## config.mk

```make
export PLATFORM = sky130hd
export DESIGN_NAME = decode_ctl
export DESIGN_NICKNAME = d
export VERILOG_FILES = /design/src/rtl/decode_ctl_pkg.sv /design/src/rtl/decode_ctl_fifo.sv /design/src/rtl/decode_ctl.sv
export SDC_FILE = /design/constraint.sdc
export NUM_CORES = 1
export LEC_CHECK = 0
export ABC_AREA = 1
export BUFFER_PORTS_ARGS = -buffer_cell sky130_fd_sc_hd__buf_2
export CORE_UTILIZATION = 55
export CTS_BUF_LIST = sky130_fd_sc_hd__clkbuf_8
export CTS_CLUSTER_DIAMETER = 100
export DETAILED_ROUTE_END_ITERATION = 8
export PLACE_DENSITY_LB_ADDON = 0.25
export SETUP_SLACK_MARGIN = 0.3
export SYNTH_ARGS = -nofsm -noshare
export SYNTH_HDL_FRONTEND = slang
export SYNTH_SLANG_ARGS = --single-unit
```

## constraint.sdc

```tcl
create_clock -name clk -period 5.1 [get_ports clk]
set_input_delay 0.51 -clock clk [delete_from_list [all_inputs] [get_ports clk]]
set_output_delay 0.51 -clock clk [all_outputs]
set_load 0.005 [all_outputs]
```

## src/rtl/decode_ctl_pkg.sv

```systemverilog
// Shared instruction-decode types: RV32 instruction/format types, decode-control
// FSM states and per-format register usage helpers.
package instr_decode;

  typedef logic [31:0] t_rv_instr;

  typedef enum logic [2:0] {FMT_R, FMT_I, FMT_S, FMT_B, FMT_U, FMT_J} t_rv_instr_format;

  typedef enum logic [1:0] {RUN, HOLD, FLUSH} t_dctl_state;

  typedef struct packed {
    logic rs1;
    logic rs2;
    logic rd;
  } t_src_usage;

  localparam logic [6:0] OPC_OP     = 7'b0110011;
  localparam logic [6:0] OPC_OP_IMM = 7'b0010011;
  localparam logic [6:0] OPC_LOAD   = 7'b0000011;
  localparam logic [6:0] OPC_JALR   = 7'b1100111;
  localparam logic [6:0] OPC_STORE  = 7'b0100011;
  localparam logic [6:0] OPC_BRANCH = 7'b1100011;
  localparam logic [6:0] OPC_LUI    = 7'b0110111;
  localparam logic [6:0] OPC_AUIPC  = 7'b0010111;
  localparam logic [6:0] OPC_JAL    = 7'b1101111;

  // Unlisted opcodes (fence/system) fall back to I-type register usage.
  function automatic t_rv_instr_format get_instr_format(input logic [6:0] opcode);
    case (opcode)
      OPC_OP:               return FMT_R;
      OPC_STORE:            return FMT_S;
      OPC_BRANCH:           return FMT_B;
      OPC_LUI, OPC_AUIPC:   return FMT_U;
      OPC_JAL:              return FMT_J;
      default:              return FMT_I;
    endcase
  endfunction

  function automatic t_src_usage get_src_usage(input t_rv_instr_format fmt);
    t_src_usage u;
    u = '{rs1: 1'b0, rs2: 1'b0, rd: 1'b0};
    case (fmt)
      FMT_R:        u = '{rs1: 1'b1, rs2: 1'b1, rd: 1'b1};
      FMT_S, FMT_B: u = '{rs1: 1'b1, rs2: 1'b1, rd: 1'b0};
      FMT_I:        u = '{rs1: 1'b1, rs2: 1'b0, rd: 1'b1};
      FMT_U, FMT_J: u = '{rs1: 1'b0, rs2: 1'b0, rd: 1'b1};
      default:      u = '{rs1: 1'b0, rs2: 1'b0, rd: 1'b0};
    endcase
    return u;
  endfunction

endpackage

```

## src/rtl/decode_ctl_fifo.sv

```systemverilog
// dctl_fifo: circular in-order FIFO with synchronous flush; exposes the head
// entry and occupancy count.
module dctl_fifo #(
  parameter int DEPTH = 4,
  parameter int WIDTH = 32
) (
  input  logic                       clk,
  input  logic                       reset,
  input  logic                       i_push,
  input  logic                       i_pop,
  input  logic                       i_flush,
  input  logic [WIDTH-1:0]           i_data,
  output logic [WIDTH-1:0]           o_head,
  output logic [$clog2(DEPTH):0]     o_count
);

  localparam int AW = $clog2(DEPTH);
  localparam int CW = AW + 1;

  logic [WIDTH-1:0] r_mem [DEPTH];
  logic [AW-1:0]    r_rptr;
  logic [AW-1:0]    r_wptr;
  logic [CW-1:0]    r_count;
  logic             w_clr;

  assign w_clr = reset | i_flush;

  always_ff @(posedge clk) begin
    if (w_clr) begin
      r_rptr  <= '0;
      r_wptr  <= '0;
      r_count <= '0;
    end else begin
      if (i_push) r_wptr <= r_wptr + 1'b1;
      if (i_pop)  r_rptr <= r_rptr + 1'b1;
      r_count <= r_count + CW'(i_push) - CW'(i_pop);
    end
  end

  always_ff @(posedge clk) begin
    if (i_push && !w_clr) r_mem[r_wptr] <= i_data;
  end

  assign o_head  = r_mem[r_rptr];
  assign o_count = r_count;

endmodule

```

## src/rtl/decode_ctl.sv

```systemverilog
// decode_ctl: queues fetched instructions and issues the head to decode when it
// has no RAW/WAW hazard. Define DECODE_CTL_WB_BYPASS_EN to let a same-cycle
// writeback release a dependent instruction.
module decode_ctl
  import instr_decode::*;
#(
  parameter int DEPTH    = 4,
  parameter int NUM_REGS = 32
) (
  input  logic                clk,
  input  logic                reset,
  input  logic                valid_fe,
  input  t_rv_instr           instr_fe,
  output logic                ready_fe,
  output logic                valid_de0,
  output t_rv_instr           instr_de0,
  input  logic                ready_de0,
  input  logic                wb_valid,
  input  logic [4:0]          wb_rd,
  input  logic                flush,
  output logic [NUM_REGS-1:0] busy_sb
);

  localparam int CW = $clog2(DEPTH) + 1;

  t_dctl_state         r_state;
  t_dctl_state         w_state_nxt;
  logic [NUM_REGS-1:0] r_busy;
  logic [NUM_REGS-1:0] w_busy_nxt;
  logic [NUM_REGS-1:0] w_busy_eff;
  logic [CW-1:0]       w_count;
  t_rv_instr           w_head;
  t_rv_instr_format    w_fmt;
  t_src_usage          w_use;
  logic [4:0]          w_rs1;
  logic [4:0]          w_rs2;
  logic [4:0]          w_rd;
  logic                w_nonempty;
  logic                w_hazard;
  logic                w_stall;
  logic                w_push;

  dctl_fifo #(.DEPTH(DEPTH), .WIDTH($bits(t_rv_instr))) u_fifo (
    .clk     (clk),
    .reset   (reset),
    .i_push  (w_push),
    .i_pop   (valid_de0),
    .i_flush (flush),
    .i_data  (instr_fe),
    .o_head  (w_head),
    .o_count (w_count)
  );

  assign w_nonempty = (w_count != '0);
  assign w_fmt      = get_instr_format(w_head[6:0]);
  assign w_use      = get_src_usage(w_fmt);
  assign w_rs1      = w_head[19:15];
  assign w_rs2      = w_head[24:20];
  assign w_rd       = w_head[11:7];

`ifdef DECODE_CTL_WB_BYPASS_EN
  assign w_busy_eff = r_busy & ~(NUM_REGS'(wb_valid) << wb_rd);
`else
  assign w_busy_eff = r_busy;
`endif

  assign w_hazard = (w_use.rs1 && (w_rs1 != 5'd0) && w_busy_eff[w_rs1]) ||
                    (w_use.rs2 && (w_rs2 != 5'd0) && w_busy_eff[w_rs2]) ||
                    (w_use.rd  && (w_rd  != 5'd0) && w_busy_eff[w_rd]);
  assign w_stall  = w_nonempty & w_hazard;

  // HOLD throttles fetch only; issue follows the live hazard so a release
  // issues without waiting for the state register to return to RUN.
  assign ready_fe  = ~reset & (w_count < CW'(DEPTH)) & (r_state == RUN);
  assign valid_de0 = ~reset & ~flush & (r_state != FLUSH) & ~w_stall &
                     w_nonempty & ready_de0;
  assign instr_de0 = w_nonempty ? w_head : '0;
  assign w_push    = valid_fe & ready_fe & ~flush;
  assign busy_sb   = r_busy;

  always_comb begin
    w_state_nxt = r_state;
    case (r_state)
      RUN:     if (w_stall)  w_state_nxt = HOLD;
      HOLD:    if (!w_stall) w_state_nxt = RUN;
      FLUSH:   w_state_nxt = RUN;
      default: w_state_nxt = RUN;
    endcase
    if (flush) w_state_nxt = FLUSH;
  end

  always_ff @(posedge clk) begin
    if (reset) r_state <= RUN;
    else       r_state <= w_state_nxt;
  end

  // Issue set is applied after the writeback clear so it wins on a collision.
  always_comb begin
    w_busy_nxt = r_busy;
    if (wb_valid) w_busy_nxt[wb_rd] = 1'b0;
    if (valid_de0 && w_use.rd) w_busy_nxt[w_rd] = 1'b1;
    w_busy_nxt[0] = 1'b0;
  end

  always_ff @(posedge clk) begin
    if (reset || flush) r_busy <= '0;
    else                r_busy <= w_busy_nxt;
  end

endmodule

```

Yosys cells after proc, flatten, opt, wreduce, memory -nomap -nowiden
Memories as Yosys holds them, arrays and structs flattened. A register that Yosys moved wholly into a read port is not among the register bits.
Index checks and enable logic that the tools add are counted.
Word-level totals
  register bits after elaboration: 41
  bits in writable memories: 128
  input bits: 43
  memories kept: 1
Memories
  u_fifo.r_mem: words 4, width 32, read ports 1, clocked after memory_dff 1, wr ports 1, line decode_ctl_fifo.sv:20  | logic [WIDTH-1:0] r_mem [DEPTH];
Operators by class
  add/sub/neg operators: 4
  magnitude comparators: 7
  eq/ne operators: 17
  multiplexer cells: 23
  bitwise gates (word level): 17
  reductions and logical operators: 26
Operator list (count)
  two-way mux 32 bit: 3
  AND 32 bit: 1
  inverter 32 bit: 1
  OR 32 bit: 1
  less-than comparator 5 x 6 -> 1 bit (second input constant): 4
  equality test 7 x 6 -> 1 bit (second input constant): 3
  binary-select mux 1 bit (select 5 bit): 3
  case mux 3 bit (5 select lines): 1
  nonzero test 5 bit: 3
  equality test 7 bit (second input constant): 2
  case mux 3 bit (4 select lines): 1
  AND 1 bit: 10
  demux 1 bit (select 5 bit): 2
  >= comparator 5 x 1 -> 1 bit (second input constant): 2
  logical AND 1 bit: 10
  two-way mux 2 bit: 5
  OR reduction 2 bit: 4
  equality test 7 x 5 -> 1 bit (second input constant): 1
  two-way mux 1 bit: 7
  equality test 3 x 2 -> 1 bit (second input constant): 2
  equality test 3 bit (second input constant): 2
  inequality test 2 bit (second input constant): 3
  inequality test 3 bit (second input constant): 2
  adder 2 x 1 -> 2 bit (second input constant): 2
  other kinds (14): 19

Longest topological paths before layout
  word-level depth: 17
  mapped depth: 23

Cells and area by module
From an unflattened synthesis, not the netlist that was laid out.
Unflattened totals
  cells, all modules: 927
  area, all modules: 8184.1 sq um
By module, submodules not included
  dctl_fifo: instances 1, cells an instance 401, area each 5271.3 sq um
  decode_ctl: instances 1, cells an instance 526, area each 2912.8 sq um

Worst setup path after synthesis
OpenSTA, ideal clock, no wires.
  kind: input to register
  from: in reset
  to: mem u_fifo.r_mem[0][0] (enable)
  setup time: 421 ps
  arrival: 2591 ps
  required time: 4679 ps
  setup slack: 2087 ps
  cell stages on the path: 3
  buffers on the path: 0
  cells stage by stage: nor4_1 nand3_1 nor2_1
On the way
  longest elaborated chain between the ends: 8
Ends and longest elaborated chain
  from (decl): line decode_ctl.sv:11  | input logic reset,
  inverter 1 bit: line decode_ctl.sv:74  | assign ready_fe = ~reset & (w_count < CW'(DEPTH)) & (r_state == RUN);
  AND 1 bit (2 in series): line decode_ctl.sv:74
  AND 1 bit (2 in series): line decode_ctl.sv:78  | assign w_push = valid_fe & ready_fe & ~flush;
  logical AND 1 bit *: line decode_ctl_fifo.sv:41  | if (i_push && !w_clr) r_mem[r_wptr] <= i_data;
  two-way mux 1 bit *: line decode_ctl_fifo.sv:41
  two-way mux 1 bit (implied by the code) *: line decode_ctl_fifo.sv:41
  to (decl): line decode_ctl_fifo.sv:20
Mark *: on every way between the ends. The rest lies on a longest branch, timed or not.

==> impl_metrics.csv <==
group,metric,value,unit
placed_design,gp_congestion,0.9570,
placed_design,dpl.hpwl,13.68,mm
timing,fin_crit_sh,84.02,%
floorplanning,die_area,15520,sq um
global_routing,grtUsageMet1,35.21,%
drt,first_pass_iters,5,
worst_setup_path,cp_max_fo,68,
floorplanning,core-area,14590,sq um
clocking,cts.sinks,170,
timing,setup-tns-final,0,ps
floorplanning,die_x,124.6,microns
floorplanning,start_util,56.63,%
floorplanning,pin_count,109,
yosys,avgSynthCellArea,8.836,sq um
clocking,cts_tree,"yes",
finish,final_nets,1070,
drt,drt-initial-drc-count,644,
worst_setup_path,required,4590,ps
worst_setup_path,start_kind,"flip-flop",
timing,setup_violations,0,
power,p_leak,0.003647,uW
drt,wl,20.78,mm
timing,rsz0062_at_grt,"no",
clocking,clk_latency,470,ps
global_routing,grt-busiest-layer,"met2",
drt,post_drt_wl_per_cell,17.06,microns
global_routing,globalRoute.totalOverflow,0,
power,vdd_drop_max,0.0002487,V
min_path,hold_path.class,"in -> reg",
timing,clock_skew,12.92,ps
power,powerDensity,281.8,nW/um^2
clocking,cts_buffer_depth,2,
outcome,status,"completed",
worst_setup_path,worstSetupPathType,"reg -> out",
yosys,syn_inst,935,
clocking,cts_root_buf,"clkbuf_8",
yosys,ys_ff_latch,170,
timing,whs,235.9,ps
clocking,clkTransAtPathRegs,90,ps
global_routing,grt_pass1_vias,6357,
clocking,cts_hold_buf,0,
drt,vias,7003,
timing,hold_viol,0,
global_routing,grt_use_met2,45.24,%
placed_design,port_buffers,107,
clocking,h-tree-depth,4,
timing,relSlewSlack,24.98,%
worst_setup_path,cp-end-kind,"output port",
clocking,postCtsResizedCells,0,
timing,period_minus_slack,4285,ps
floorplanning,chipHeight,124.6,microns
drt,vias_per_cell,5.750,
run,maxCapViolCount,0,
timing,maxSlewViolCount,0,
global_routing,antenna_found_initial,1,
finish,drive_gt1_share,17.79,%
clocking,numCtsBuffers,17,
yosys,synth.distinct_cells,35,
clocking,postCtsSetupRepairBufs,0,
drt,ant_nets,0,
global_routing,track_usage,27.32,%
timing,fmax,233.4,MHz
global_routing,grt_max_degree,69,
timing,worst_pin_slew,1123,ps
yosys,yosys_warnings,0,
yosys,syn_area,8262,sq um
drt,drcViolationCount,0,
yosys,yosysSeqAreaShare,56.70,%
worst_setup_path,arrival,3780,ps
yosys,synthesis.nets,984,
floorplanning,row_count,44,
finish,syn_to_final_growth,12.06,%
global_routing,use_met3,5.284,%
finish,insertedDiodeCount,0,
global_routing,grt_pass1_wl,32.79,mm
-- final cells by class --
type | count | area [sq um]
clock buffers | 17 | 234.0
clock inverters | 15 | 187.7
fillers | 1211 | 5331
inverters | 70 | 262.8
multi-input cells | 648 | 3069
flip-flops and latches | 170 | 4686
well taps | 184 | 230.2
repair buffers | 114 | 588.1
-- where the power goes --
group / total, uW / switching (uW) / internal [uW]
Sequential: 1500 / 2.74 / 1490
Combinational: 118 / 83.4 / 34.9
Clock: 994 / 503 / 491
-- cell usage after synthesis --
cell type,n,share of area [%]
xor2_1,4,0.42
nand3_4,1,0.21
or3_1,1,0.076
nand2_4,1,0.14
nand2_2,11,0.83
nor3_1,2,0.12
nand2_1,195,8.9
edfxtp_1,128,47
buf_4,9,0.82
nor2_1,134,6.1
nand3b_1,2,0.18
inv_2,13,0.59
a32oi_1,3,0.32
nand3_2,3,0.36
ha_1,5,0.76
dfxtp_1,42,10
clkbuf_1,17,0.77
nor4_1,1,0.076
a21oi_1,56,3.4
nand3_1,110,6.7
nor2_8,1,0.24
conb_1,1,0.045
a21oi_2,1,0.11
o21ai_1,6,0.36
buf_1,3,0.14
buf_2,10,0.61
inv_1,56,2.5
clkinv_1,1,0.045
o211ai_1,3,0.27
o22ai_1,1,0.076
o21ai_0,73,4.4
nand4_1,31,2.3
fa_1,1,0.24
nor2_2,1,0.076
buf_6,8,1.1
-- path summary, 6_finish.rpt --
check / end / depth (start not counted) / start / slack, ps
max: valid_de0 / 18 / flip-flop / 810
min: r_state[1] / 2 / reset / 240
min reg2reg: u_fifo.r_rptr[1] / 2 / u_fifo.r_rptr[1] / 520
max reg2reg: u_fifo.o_count[2] / 21 / flip-flop / 890
-- critical path, stage by stage, from the launching register on --
cell and delay [ps]:
dfxtp_2 340, buf_4 560, nand2_1 110, nand3_1 120
nand2_1 520, inv_2 260, nand2_2 160, nor2_1 130
nor2_1 50, nand2_1 60, nand2_1 40, nand2_1 50
nor2_1 50, nand3_1 80, nand2_2 90, nor2_8 340
nand2_2 150, inv_2 90, buf_2 120
-- per-layer routing --
metal | share of wire (%) | routed length (microns)
met5 | 0 | 0
met4 | 3.3 | 690
met3 | 7.5 | 1552
met2 | 47 | 9871
met1 | 42 | 8667
-- logic make-up (layout without fill, tap and decap cells) --
family | after synthesis | in the layout | synth area share [%]
simple gates | 494 | 494 | 26.28
flops | 170 | 170 | 56.70
compound gates | 143 | 143 | 8.951
buf+inv | 117 | 216 | 6.603
fa+ha+maj | 6 | 6 | 0.9996
xor+xnor | 4 | 4 | 0.4240
other cells | 1 | 1 | 0.04539
-- stage by stage --
step / utilization (%) / worst slack, ps / cell area, sq um / total power [uW] / cells
6_report: 63.46 / 814.9 / 9258 / 2609 / 1218
5_1_grt: 63.46 / 472.9 / 9258 / 2693 / 1218
4_1_cts: 63.46 / 818.6 / 9258 / 2617 / 1218
3_5_place_dp: 60.57 / 908.7 / 8836 / 1645 / 1186
3_3_place_gp: 60.57 / 1042 / 8836 / 1642 / 1186
2_1_floorplan: - / 2087 / 8262 / 1598 / 935
-- flip-flops by register name, summed over array words and instances, names as in the netlist, named ones only --
signal / count
u_fifo.r_mem: 128
busy_sb: 31
u_fifo.o_count: 3
r_state: 2
u_fifo.r_rptr: 2
u_fifo.r_wptr: 2
-- layout by cell type (no fill, tap or decap), types with 2 or more instances in the layout --
cell type / count
buf_2: 107
nand4_1: 31
o21ai_0: 73
edfxtp_1: 128
ha_1: 5
nand3_2: 3
o211ai_1: 3
nand3b_1: 2
bufinv_16: 3
inv_6: 3
clkinvlp_4: 4
o21ai_1: 6
inv_2: 13
a21oi_1: 56
nand2_2: 11
nor2_1: 129
nor2_4: 4
clkbuf_8: 17
dfxtp_1: 41
a32oi_1: 3
clkinv_4: 3
buf_4: 7
nor2_2: 2
xor2_1: 4
inv_1: 56
nand3_1: 110
clkinv_1: 2
nand2_1: 195
(Power assumes the default switching activity.)
